<file path="src/rtl/i2c_pkg.sv">
// Shared types and widths for the I2C target receiver.
package i2c_pkg;

  localparam int unsigned I2C_ADDR_W = 7;
  localparam int unsigned I2C_BYTE_W = 8;

  typedef enum logic [2:0] {
    IDLE     = 3'd0,
    ADDR     = 3'd1,
    ADDR_ACK = 3'd2,
    DATA     = 3'd3,
    DATA_ACK = 3'd4,
    IGNORE   = 3'd5
  } state_t;

  // Address byte selects us only for a write to our address.
  function automatic logic addr_hit(input logic [I2C_BYTE_W-1:0] b,
                                    input logic [I2C_ADDR_W-1:0] a);
    return (b[I2C_BYTE_W-1:1] == a) && !b[0];
  endfunction

endpackage

</file>
<file path="src/rtl/i2c_line_sync.sv">
// Synchronizes scl/sda, keeps one history flop, and derives scl edges
// plus START/STOP bus conditions.
module i2c_line_sync #(
  parameter int unsigned SYNC_STAGES = 2
) (
  input  logic clk,
  input  logic rst,
  input  logic scl_in,
  input  logic sda_in,
  output logic sda_s,
  output logic scl_rise,
  output logic scl_fall,
  output logic start_det,
  output logic stop_det
);

  logic [SYNC_STAGES-1:0] scl_sync;
  logic [SYNC_STAGES-1:0] sda_sync;
  logic                   scl_h;
  logic                   sda_h;
  logic                   scl_s;

  // Flops reset to 1 so an idle bus produces no spurious edges.
  always_ff @(posedge clk) begin
    if (rst) begin
      scl_sync <= '1;
      sda_sync <= '1;
      scl_h    <= 1'b1;
      sda_h    <= 1'b1;
    end else begin
      scl_sync <= {scl_sync[SYNC_STAGES-2:0], scl_in};
      sda_sync <= {sda_sync[SYNC_STAGES-2:0], sda_in};
      scl_h    <= scl_sync[SYNC_STAGES-1];
      sda_h    <= sda_sync[SYNC_STAGES-1];
    end
  end

  assign scl_s     = scl_sync[SYNC_STAGES-1];
  assign sda_s     = sda_sync[SYNC_STAGES-1];
  assign scl_rise  = scl_s && !scl_h;
  assign scl_fall  = !scl_s && scl_h;
  assign start_det = scl_s && sda_h && !sda_s;
  assign stop_det  = scl_s && !sda_h && sda_s;

endmodule

</file>
<file path="src/rtl/i2c_slave_rx.sv">
// Write-only I2C target: address match, byte shifter, ACK generation and
// a valid/ready holding register toward the fabric.
module i2c_slave_rx
  import i2c_pkg::*;
#(
  parameter logic [I2C_ADDR_W-1:0] SLAVE_ADDR  = 7'h50,
  parameter int unsigned           SYNC_STAGES = 2
) (
  input  logic                  clk,
  input  logic                  rst,
  input  logic                  scl_in,
  input  logic                  sda_in,
  output logic                  sda_oe,
  output logic [I2C_BYTE_W-1:0] rx_data,
  output logic                  rx_valid,
  input  logic                  rx_ready,
  output logic                  addr_match,
  output logic                  busy,
  output logic                  overrun
);

  logic sda_s;
  logic scl_rise;
  logic scl_fall;
  logic start_det;
  logic stop_det;

  i2c_line_sync #(
    .SYNC_STAGES(SYNC_STAGES)
  ) u_line_sync (
    .clk       (clk),
    .rst       (rst),
    .scl_in    (scl_in),
    .sda_in    (sda_in),
    .sda_s     (sda_s),
    .scl_rise  (scl_rise),
    .scl_fall  (scl_fall),
    .start_det (start_det),
    .stop_det  (stop_det)
  );

  state_t                  state;
  logic [2:0]              bit_cnt;
  logic [I2C_BYTE_W-2:0]   shift;
  logic                    ack_phase;
  logic                    ack_en;
  logic [I2C_BYTE_W-1:0]   byte_next;
  logic                    byte_done;
  logic                    load;

  assign byte_next = {shift, sda_s};
  assign byte_done = scl_rise && (bit_cnt == 3'd7);

  always_comb begin
    load = 1'b0;
    if ((state == DATA) && byte_done && !start_det && !stop_det &&
        (!rx_valid || rx_ready))
      load = 1'b1;
  end

  always_ff @(posedge clk) begin
    if (rst) begin
      state      <= IDLE;
      bit_cnt    <= '0;
      shift      <= '0;
      ack_phase  <= 1'b0;
      ack_en     <= 1'b0;
      sda_oe     <= 1'b0;
      rx_data    <= '0;
      rx_valid   <= 1'b0;
      addr_match <= 1'b0;
      busy       <= 1'b0;
      overrun    <= 1'b0;
    end else begin
      if (load) begin
        rx_data  <= byte_next;
        rx_valid <= 1'b1;
      end else if (rx_valid && rx_ready) begin
        rx_valid <= 1'b0;
      end

      if (start_det) begin
        state      <= ADDR;
        busy       <= 1'b1;
        bit_cnt    <= '0;
        sda_oe     <= 1'b0;
        addr_match <= 1'b0;
        ack_phase  <= 1'b0;
      end else if (stop_det) begin
        state      <= IDLE;
        busy       <= 1'b0;
        bit_cnt    <= '0;
        sda_oe     <= 1'b0;
        addr_match <= 1'b0;
        ack_phase  <= 1'b0;
      end else begin
        case (state)
          ADDR, DATA: begin
            if (scl_rise) begin
              shift   <= byte_next[I2C_BYTE_W-2:0];
              bit_cnt <= bit_cnt + 3'd1;
              if (byte_done) begin
                if (state == ADDR) begin
                  state <= addr_hit(byte_next, SLAVE_ADDR) ? ADDR_ACK : IGNORE;
                end else begin
                  ack_en <= load;
                  if (!load) overrun <= 1'b1;
                  state <= DATA_ACK;
                end
              end
            end
          end
          // ack_phase splits the 9th bit: first fall opens the window,
          // second fall closes it; a NACK simply keeps sda_oe low.
          ADDR_ACK, DATA_ACK: begin
            if (scl_fall) begin
              if (!ack_phase) begin
                ack_phase <= 1'b1;
                sda_oe    <= (state == ADDR_ACK) || ack_en;
                if (state == ADDR_ACK) addr_match <= 1'b1;
              end else begin
                ack_phase <= 1'b0;
                sda_oe    <= 1'b0;
                state     <= DATA;
              end
            end
          end
          default: ;
        endcase
      end
    end
  end

endmodule

</file>
<file path="config.mk">
export PLATFORM = sky130hd
export DESIGN_NAME = i2c_slave_rx
export DESIGN_NICKNAME = d
export VERILOG_FILES = /design/src/rtl/i2c_pkg.sv /design/src/rtl/i2c_line_sync.sv /design/src/rtl/i2c_slave_rx.sv
export SDC_FILE = /design/constraint.sdc
export NUM_CORES = 1
export LEC_CHECK = 0
export ABC_AREA = 1
export ABC_CLOCK_PERIOD_IN_PS = 1800
export CORE_MARGIN = 10
export CORE_UTILIZATION = 25
export DETAILED_ROUTE_END_ITERATION = 12
export PLACE_DENSITY = 0.48
export SYNTH_ARGS = -nofsm -noshare
export SYNTH_HDL_FRONTEND = slang
export SYNTH_HIERARCHICAL = 1
export SYNTH_SLANG_ARGS = --single-unit
</file>
<file path="constraint.sdc">
create_clock -name clk -period 1.8 [get_ports clk]
set_clock_uncertainty 0.15 [all_clocks]
set_input_delay 0.27 -clock clk [delete_from_list [all_inputs] [get_ports clk]]
set_output_delay 0.27 -clock clk [all_outputs]
set_load 0.02 [all_outputs]
</file>
Word-level counts from Yosys, hierarchy flattened
Index checks and enable logic that the tools add are counted.
{"block": "op_classes", "n_addsub": 1, "eq_ne": 14, "mux": 16, "n_bitwise": 5, "n_reduce_logical": 37}
{"op": "$mux 3", "n": 6}
{"op": "$ne 4x4->1 const B", "n": 4}
{"op": "$logic_and 1x1->1", "n": 13}
{"op": "$reduce_and 5->1", "n": 2}
{"op": "$mux 1", "n": 9}
{"op": "$ne 2x2->1 const B", "n": 4}
{"op": "$reduce_and 4->1", "n": 2}
{"op": "$eq 7x7->1 const B", "n": 1}
{"op": "$logic_not 1->1", "n": 7}
{"op": "$reduce_and 7->1", "n": 1}
{"op": "$eq 3x2->1 const B", "n": 2}
{"op": "$eq 3x3->1 const B", "n": 2}
{"op": "$pmux 3 s2", "n": 1}
{"op": "$reduce_and 6->1", "n": 1}
{"op": "$reduce_bool 2->1", "n": 3}
{"op": "$not 1->1", "n": 5}
{"op": "$reduce_and 2->1", "n": 2}
{"op": "$reduce_bool 4->1", "n": 1}
{"op": "$reduce_or 2->1", "n": 2}
{"op": "$add 3x1->3 const B", "n": 1}
{"op": "$eq 3x1->1 const B", "n": 1}
{"op": "$reduce_or 3->1", "n": 1}
{"op": "$logic_or 1x1->1", "n": 2}
{"block": "word_totals", "regBits": 34, "in_bits": 5, "elab_cells": 89}

Depth between registers and ports, before layout
Gate-level depths: netlist (run 1).
{"block": "logic_depth", "depth_word": 10, "ltp_mapped": 10}

Hierarchy
Netlist (run 1), hierarchy kept.
{"module": "i2c_slave_rx", "instances": 1, "cells_per_inst": 164, "area_per_inst_um2": 1201.2, "seq_area_each_um2": 560.5}
{"module": "i2c_line_sync", "instances": 1, "cells_per_inst": 20, "area_per_inst_um2": 187.7, "seq_area_each_um2": 120.1}

Least setup slack after synthesis (run 1)
No wires, ideal clock.
{"block": "synth_path", "path_kind": "register -> register", "start": "register bit_cnt[0]", "end": "register rx_data[0]", "arrival_time_ps": 1160, "required_time_ps": 1518, "slack_ps": 358, "stages_incl_launch_ff": 10, "path_buffers": 0, "cell_sequence": "dfxtp_1 > ha_1 > ha_1 > nand2_1 > nor2_1 > nand2_2 > inv_2 > nand2_4 > nand2_1 > a21oi_1"}
{"block": "synth_between", "elab_chain_cells": 7}
{"item": "start, declared", "line_no": "i2c_slave_rx.sv:43", "source": "logic [2:0] bit_cnt;"}
{"item": "start signal, assigned", "line_no": "i2c_slave_rx.sv:101", "source": "bit_cnt <= bit_cnt + 3'd1;"}
{"item": "$eq 3x3->1", "line_no": "i2c_slave_rx.sv:52", "source": "assign byte_done = scl_rise && (bit_cnt == 3'd7);"}
{"item": "$logic_and 1x1->1", "line_no": "i2c_slave_rx.sv:52"}
{"item": "$logic_and 1x1->1 (4 in series)", "line_no": "i2c_slave_rx.sv:56", "source": "if ((state == DATA) && byte_done && !start_det && !stop_det &&"}
{"item": "$mux 1", "line_no": "i2c_slave_rx.sv:56"}
{"item": "end signal, assigned", "line_no": "i2c_slave_rx.sv:76", "source": "rx_data <= byte_next;"}
{"item": "end, declared", "line_no": "i2c_slave_rx.sv:14", "source": "output logic [I2C_BYTE_W-1:0] rx_data,"}
Every way passes these cells.
A chain may end at the register's enable or synchronous reset.

Worst setup path after layout (run 1)
{"block": "layout_path", "start": "register rx_data[4]", "end": "output rx_data[4]"}
No word-level cell between the ends.

==> impl_metrics.yaml, run 1 <==
clock_tree:
  cts_buffer_depth: 2
  cts_hold_buf: 0
  clk_pin_slew_ns: 0.07
  root_buffer: "clkbuf_8"
  htreeDepth: 2
  cts_made_buffers: 5
  tritoncts: "yes"
  clock_latency_ns: 0.28
  clock-sinks: 34
yosys:
  syn_avg_cell_area_um2: 7.55
  synth_top_area_cell: "dfxtp_1"
  synth_area_leaders: "dfxtp_1, nand2_1, a21oi_1"
  yosysUniqueCellTypes: 22
  synth_seq_area_share_pct: 49.0
  ys_ff_latch: 34
  mappedNetlistArea_um2: 1390
  syn_inst: 184
  yosys_warnings: 6
  synth_top_area_share_pct: 49.0
  synth_fp_nets: 191
critical_path:
  path_cells: "clkdlybuf4s50_1"
  worst_path_dominant_cell_family: "buffers and inverters"
  cp_num_buf_inv: 1
  crit_slowest_cell: "clkdlybuf4s50_1"
  end_kind: "output port"
  critical_path.max_stage_delay_ns: 0.64
  worst-setup-path-type: "flop to output port"
  cp.required_ns: 1.38
  crit_arrival_ns: 1.28
  crit_path_start_kind: "flop"
  path_max_fanout: 2
sta:
  fin_crit_ns: 1.70
  rsz0062_at_grt: "false"
  final.setup.tns_ns: 0
  relSlewSlack_pct: 72.2
  setup_ws_ns: 0.0960
  max_freq_mhz: 587
  worst_pin_slew_ns: 0.417
  finalMaxSlewViolations: 0
  setup_viol: 0
  min_period_over_period_pct: 94.7
  hold_viol_final: 0
floorplan:
  rows: 27
  die_w_um: 94.5
  start_util_pct: 25.5
  die_y_um: 94.5
  ios: 18
  core_um2: 5440
  die_area_um2: 8940
pwr:
  total_leakage_power_uw: 0.000697
  ir_drop_mv: 0.359
  power-per-cell-area_nw_per_um2: 786
  finalPower_uw: 1360
placement:
  dp_slack_ns: 0.162
  numPortBuffers: 17
  gp_congestion: 0.801
  hpwlAfterDp_um: 2270
layout:
  diodes: 0
  area_growth_pct: 24.9
  drive_above_1_share_pct: 11.5
  nets: 215
  final_cell_mix: "nand2_1, dfxtp_1, inv_1, a21oi_1"
detailed_routing:
  wl_per_cell_um: 10.5
  vias_per_cell: 4.11
  ant_nets: 0
  drt-total-wl_um: 2940
  drt_pass1_iterations: 4
  drtIter0Drc: 62
  vias: 1152
  drc: 0
global_routing:
  grt_first_pass_wirelength_um: 5230
  first_global_vias: 1172
  overflow: 0
  grt_max_degree: 12
  antenna_found_initial: 0
  grt_util_all_layers_pct: 7.21
flow_run:
  drv_cap: 0
worst_hold_path:
  worstHoldPathType: "flop to flop"
outcome:
  outcome: "complete, no violations"
==> state kept, by name (all words and copies together), names as in the netlist <==
name / flops
ack_phase: 1
busy: 1
u_line_sync/sda_sync: 2
overrun: 1
ack_en: 1
rx_valid: 1
bit_cnt: 3
u_line_sync/sda_h: 1
shift: 7
addr_match: 1
u_line_sync/scl_sync: 2
sda_oe: 1
rx_data: 8
u_line_sync/scl_h: 1
state: 3
==> per-stage QoR <==
| step | std cells | instance area, µm² | hold WS [ns] | utilization, % |
|---|---|---|---|---|
| detailed placement | 273 | 1650 | 0.242 | 30.4 |
| CTS | 280 | 1730 | 0.259 | 31.8 |
| global route | 280 | 1730 | 0.285 | 31.9 |
| global placement | 273 | 1650 | 0.238 | 30.4 |
| floorplan | 184 | 1390 | 0.189 | - |
| finish | 280 | 1730 | 0.258 | 31.9 |
==> logic make-up (layout without fill, tap and decap cells) <==
group / after synthesis / count (layout) / share of synthesized area, %
buffers and inverters: 32 / 56 / 9.28
and+or+nand+nor: 79 / 79 / 25.9
adders and majority gates: 2 / 2 / 1.80
DFF: 34 / 34 / 49.0
AOI/OAI and AO/OA: 37 / 37 / 14.1
==> what timing repair did <==
action	in CTS	in global routing
buffers inserted	0	0
setup endpoints to repair	0	3
resized for setup	0	1
==> final timing paths <==
path	start	endpoint	slack, ns	cells after the start
min	u_line_sync/scl_sync[0]	u_line_sync/scl_sync[1]	0.26	1
max	rx_data[4]	rx_data[4]	0.1	1
min reg2reg	u_line_sync/scl_sync[0]	u_line_sync/scl_sync[1]	0.26	1
max reg2reg	u_line_sync/scl_sync[1]	shift[6]	0.23	9
==> cell type report <==
type	count	area, µm²
fill	589	3700
sequential	34	681
multi-input combinational	118	579
timing repair buffer	20	193
inverter	29	111
tap	72	90.1
clock buffer	6	72.6
clock inverter	1	7.51
==> synth_stat cells (all sizes together) <==
cell	instances
nand2	40
dfxtp	34
inv	29
a21oi	23
nor2	19
nand3	14
o21ai	11
or2	6
buf	2
ha	2
a31oi	1
clkbuf	1
o211ai	1
o21a	1
==> where the power goes <==
group,switching [µW],total [µW],internal [µW]
logic,35.8,61.9,26.1
registers,4.79,766,761
clock network,270,535,265
total,311,1360,1050
==> layer usage <==
metal / GRT usage, % / routed length [µm] / up-vias
li1: - / - / 629
met1: 9.13 / 1520 / 496
met2: 10.8 / 1210 / 22
met3: 2.14 / 158 / 5
met4: 3.74 / 63 / 0
met5: 0 / 0 / -
(Power assumes the default switching activity.)
==> run 2: changes to the inputs <==
--- a/config.mk
+++ b/config.mk
@@ -7,6 +7,7 @@
 export LEC_CHECK = 0
 export ABC_AREA = 1
 export ABC_CLOCK_PERIOD_IN_PS = 1800
+export CORE_ASPECT_RATIO = 2
 export CORE_MARGIN = 10
 export CORE_UTILIZATION = 25
 export DETAILED_ROUTE_END_ITERATION = 12
==> run 2 against run 1 <==
  * Register-to-register slack got worse by 0.03 ns
  * Routed wire length grew 3.1%
  * Utilization increased by 0.39 points
  * Clock-buffer cell count is 1 lower
  * Clock power grew 31%
  * Highest routed layer unchanged
  * Fmax up 1.6%
  * Non-clock buffer count decreased by 1
  * Global-route usage hardly changed
  * Worst setup slack improved by 0.027 ns
  * Total power increased by 12%
  * Cell area up 0.87%
==> impl_metrics.yaml, run 2 (same netlist as run 1, synthesis figures left out) <==
outcome:
  outcome: "complete, no violations"
sta:
  fin_crit_ns: 1.68
  finalMaxSlewViolations: 0
  relSlewSlack_pct: 74.7
  hold_viol_final: 0
  worst_pin_slew_ns: 0.378
  max_freq_mhz: 596
  min_period_over_period_pct: 93.2
  setup_viol: 0
  final.setup.tns_ns: 0
  rsz0062_at_grt: "false"
clock_tree:
  cts_hold_buf: 0
  clock-sinks: 34
  tritoncts: "yes"
  root_buffer: "clkbuf_8"
  clock_latency_ns: 0.29
  post_cts_buffers: 0
  htreeDepth: 2
  cts_made_buffers: 5
  cts_buffer_depth: 2
  cts.repair.resized: 0
  clk_pin_slew_ns: 0.08
critical_path:
  worst-setup-path-type: "flop to output port"
  end_kind: "output port"
  path_max_fanout: 2
  cp_num_buf_inv: 1
  crit_path_start_kind: "flop"
  crit_arrival_ns: 1.26
  cp.required_ns: 1.38
  critical_path.max_stage_delay_ns: 0.61
  crit_slowest_cell: "clkdlybuf4s50_1"
  path_cells: "clkdlybuf4s50_1"
  worst_path_dominant_cell_family: "buffers and inverters"
floorplan:
  ios: 18
  die_y_um: 125
  rows: 38
  start_util_pct: 25.6
  die_w_um: 72.7
  die_area_um2: 9120
  core_um2: 5420
global_routing:
  grt_first_pass_wirelength_um: 5210
  first_global_vias: 1176
  antenna_found_initial: 0
  overflow: 0
  grt_util_all_layers_pct: 7.19
  grt_max_degree: 14
detailed_routing:
  drc: 0
  drtIter0Drc: 63
  ant_nets: 0
  drt_pass1_iterations: 4
  vias: 1178
  wl_per_cell_um: 11.3
  drt-total-wl_um: 3030
  vias_per_cell: 4.40
layout:
  top_register: "rx_data"
  diodes: 0
  final_cell_mix: "nand2_1, dfxtp_1, inv_1, a21oi_1"
  nets: 214
  drive_above_1_share_pct: 12.5
  fin_cells: 268
  final_common_cell: "nand2_1"
  reg_top3: "rx_data (8), shift (7)"
  largest_reg_flops: 8
  final_core_util_pct: 32.3
  area_growth_pct: 25.9
placement:
  numPortBuffers: 17
  placedCellCount: 260
  hpwlAfterDp_um: 2350
  gp_congestion: 0.765
pwr:
  total_leakage_power_uw: 0.000709
  power-per-cell-area_nw_per_um2: 874
  finalPower_uw: 1530
  ir_drop_mv: 0.485
flow_run:
  drv_cap: 0
worst_hold_path:
  worstHoldPathType: "flop to flop"
-- run 2: power by group --
part	switching (µW)	internal [µW]
sequential	5.59	761
combinational	35.3	25.1
clock	290	412
total	331	1200
-- run 2: final cells by class --
type | instances | area, µm²
clock inverter | 3 | 45.0
multi-input combinational | 118 | 584
timing repair buffer | 19 | 185
fill | 612 | 3670
inverter | 29 | 109
sequential | 34 | 682
tap | 60 | 75.1
clock buffer | 5 | 68.8
-- run 2: final timing paths --
check	slack (ns)	from	depth (start not counted)	to
setup / recovery	0.12	rx_data[3]	1	rx_data[3]
hold / removal	0.26	u_line_sync/scl_sync[0]	1	u_line_sync/scl_sync[1]
setup reg to reg	0.20	bit_cnt[0]	9	rx_data[0]
hold reg to reg	0.26	u_line_sync/scl_sync[0]	1	u_line_sync/scl_sync[1]
-- run 2: per-layer routing --
metal	GRT usage (%)	share of wire [%]
met1	6.83	39
met2	12.6	53
met3	2.69	5.5
met4	4.04	2.6
met5	0	0
-- run 2: stage by stage --
step | hold slack [ns] | setup slack, ns | cell area [µm²]
after floorplan | 0.189 | 0.358 | 1390
after global placement | 0.237 | 0.200 | 1630
after detailed placement | 0.242 | 0.176 | 1630
after CTS | 0.259 | 0.105 | 1740
after global routing | 0.281 | 0.0538 | 1750
final | 0.260 | 0.123 | 1750
==> run 3: changes to the inputs <==
--- a/config.mk
+++ b/config.mk
@@ -12,6 +12,7 @@
 export CORE_UTILIZATION = 25
 export DETAILED_ROUTE_END_ITERATION = 12
 export PLACE_DENSITY = 0.48
+export SLEW_MARGIN = 20
 export SYNTH_ARGS = -nofsm -noshare
 export SYNTH_HDL_FRONTEND = slang
 export SYNTH_HIERARCHICAL = 1
==> results of run 3 <==
Final layout, timing and power as in run 2 (identical DEF).
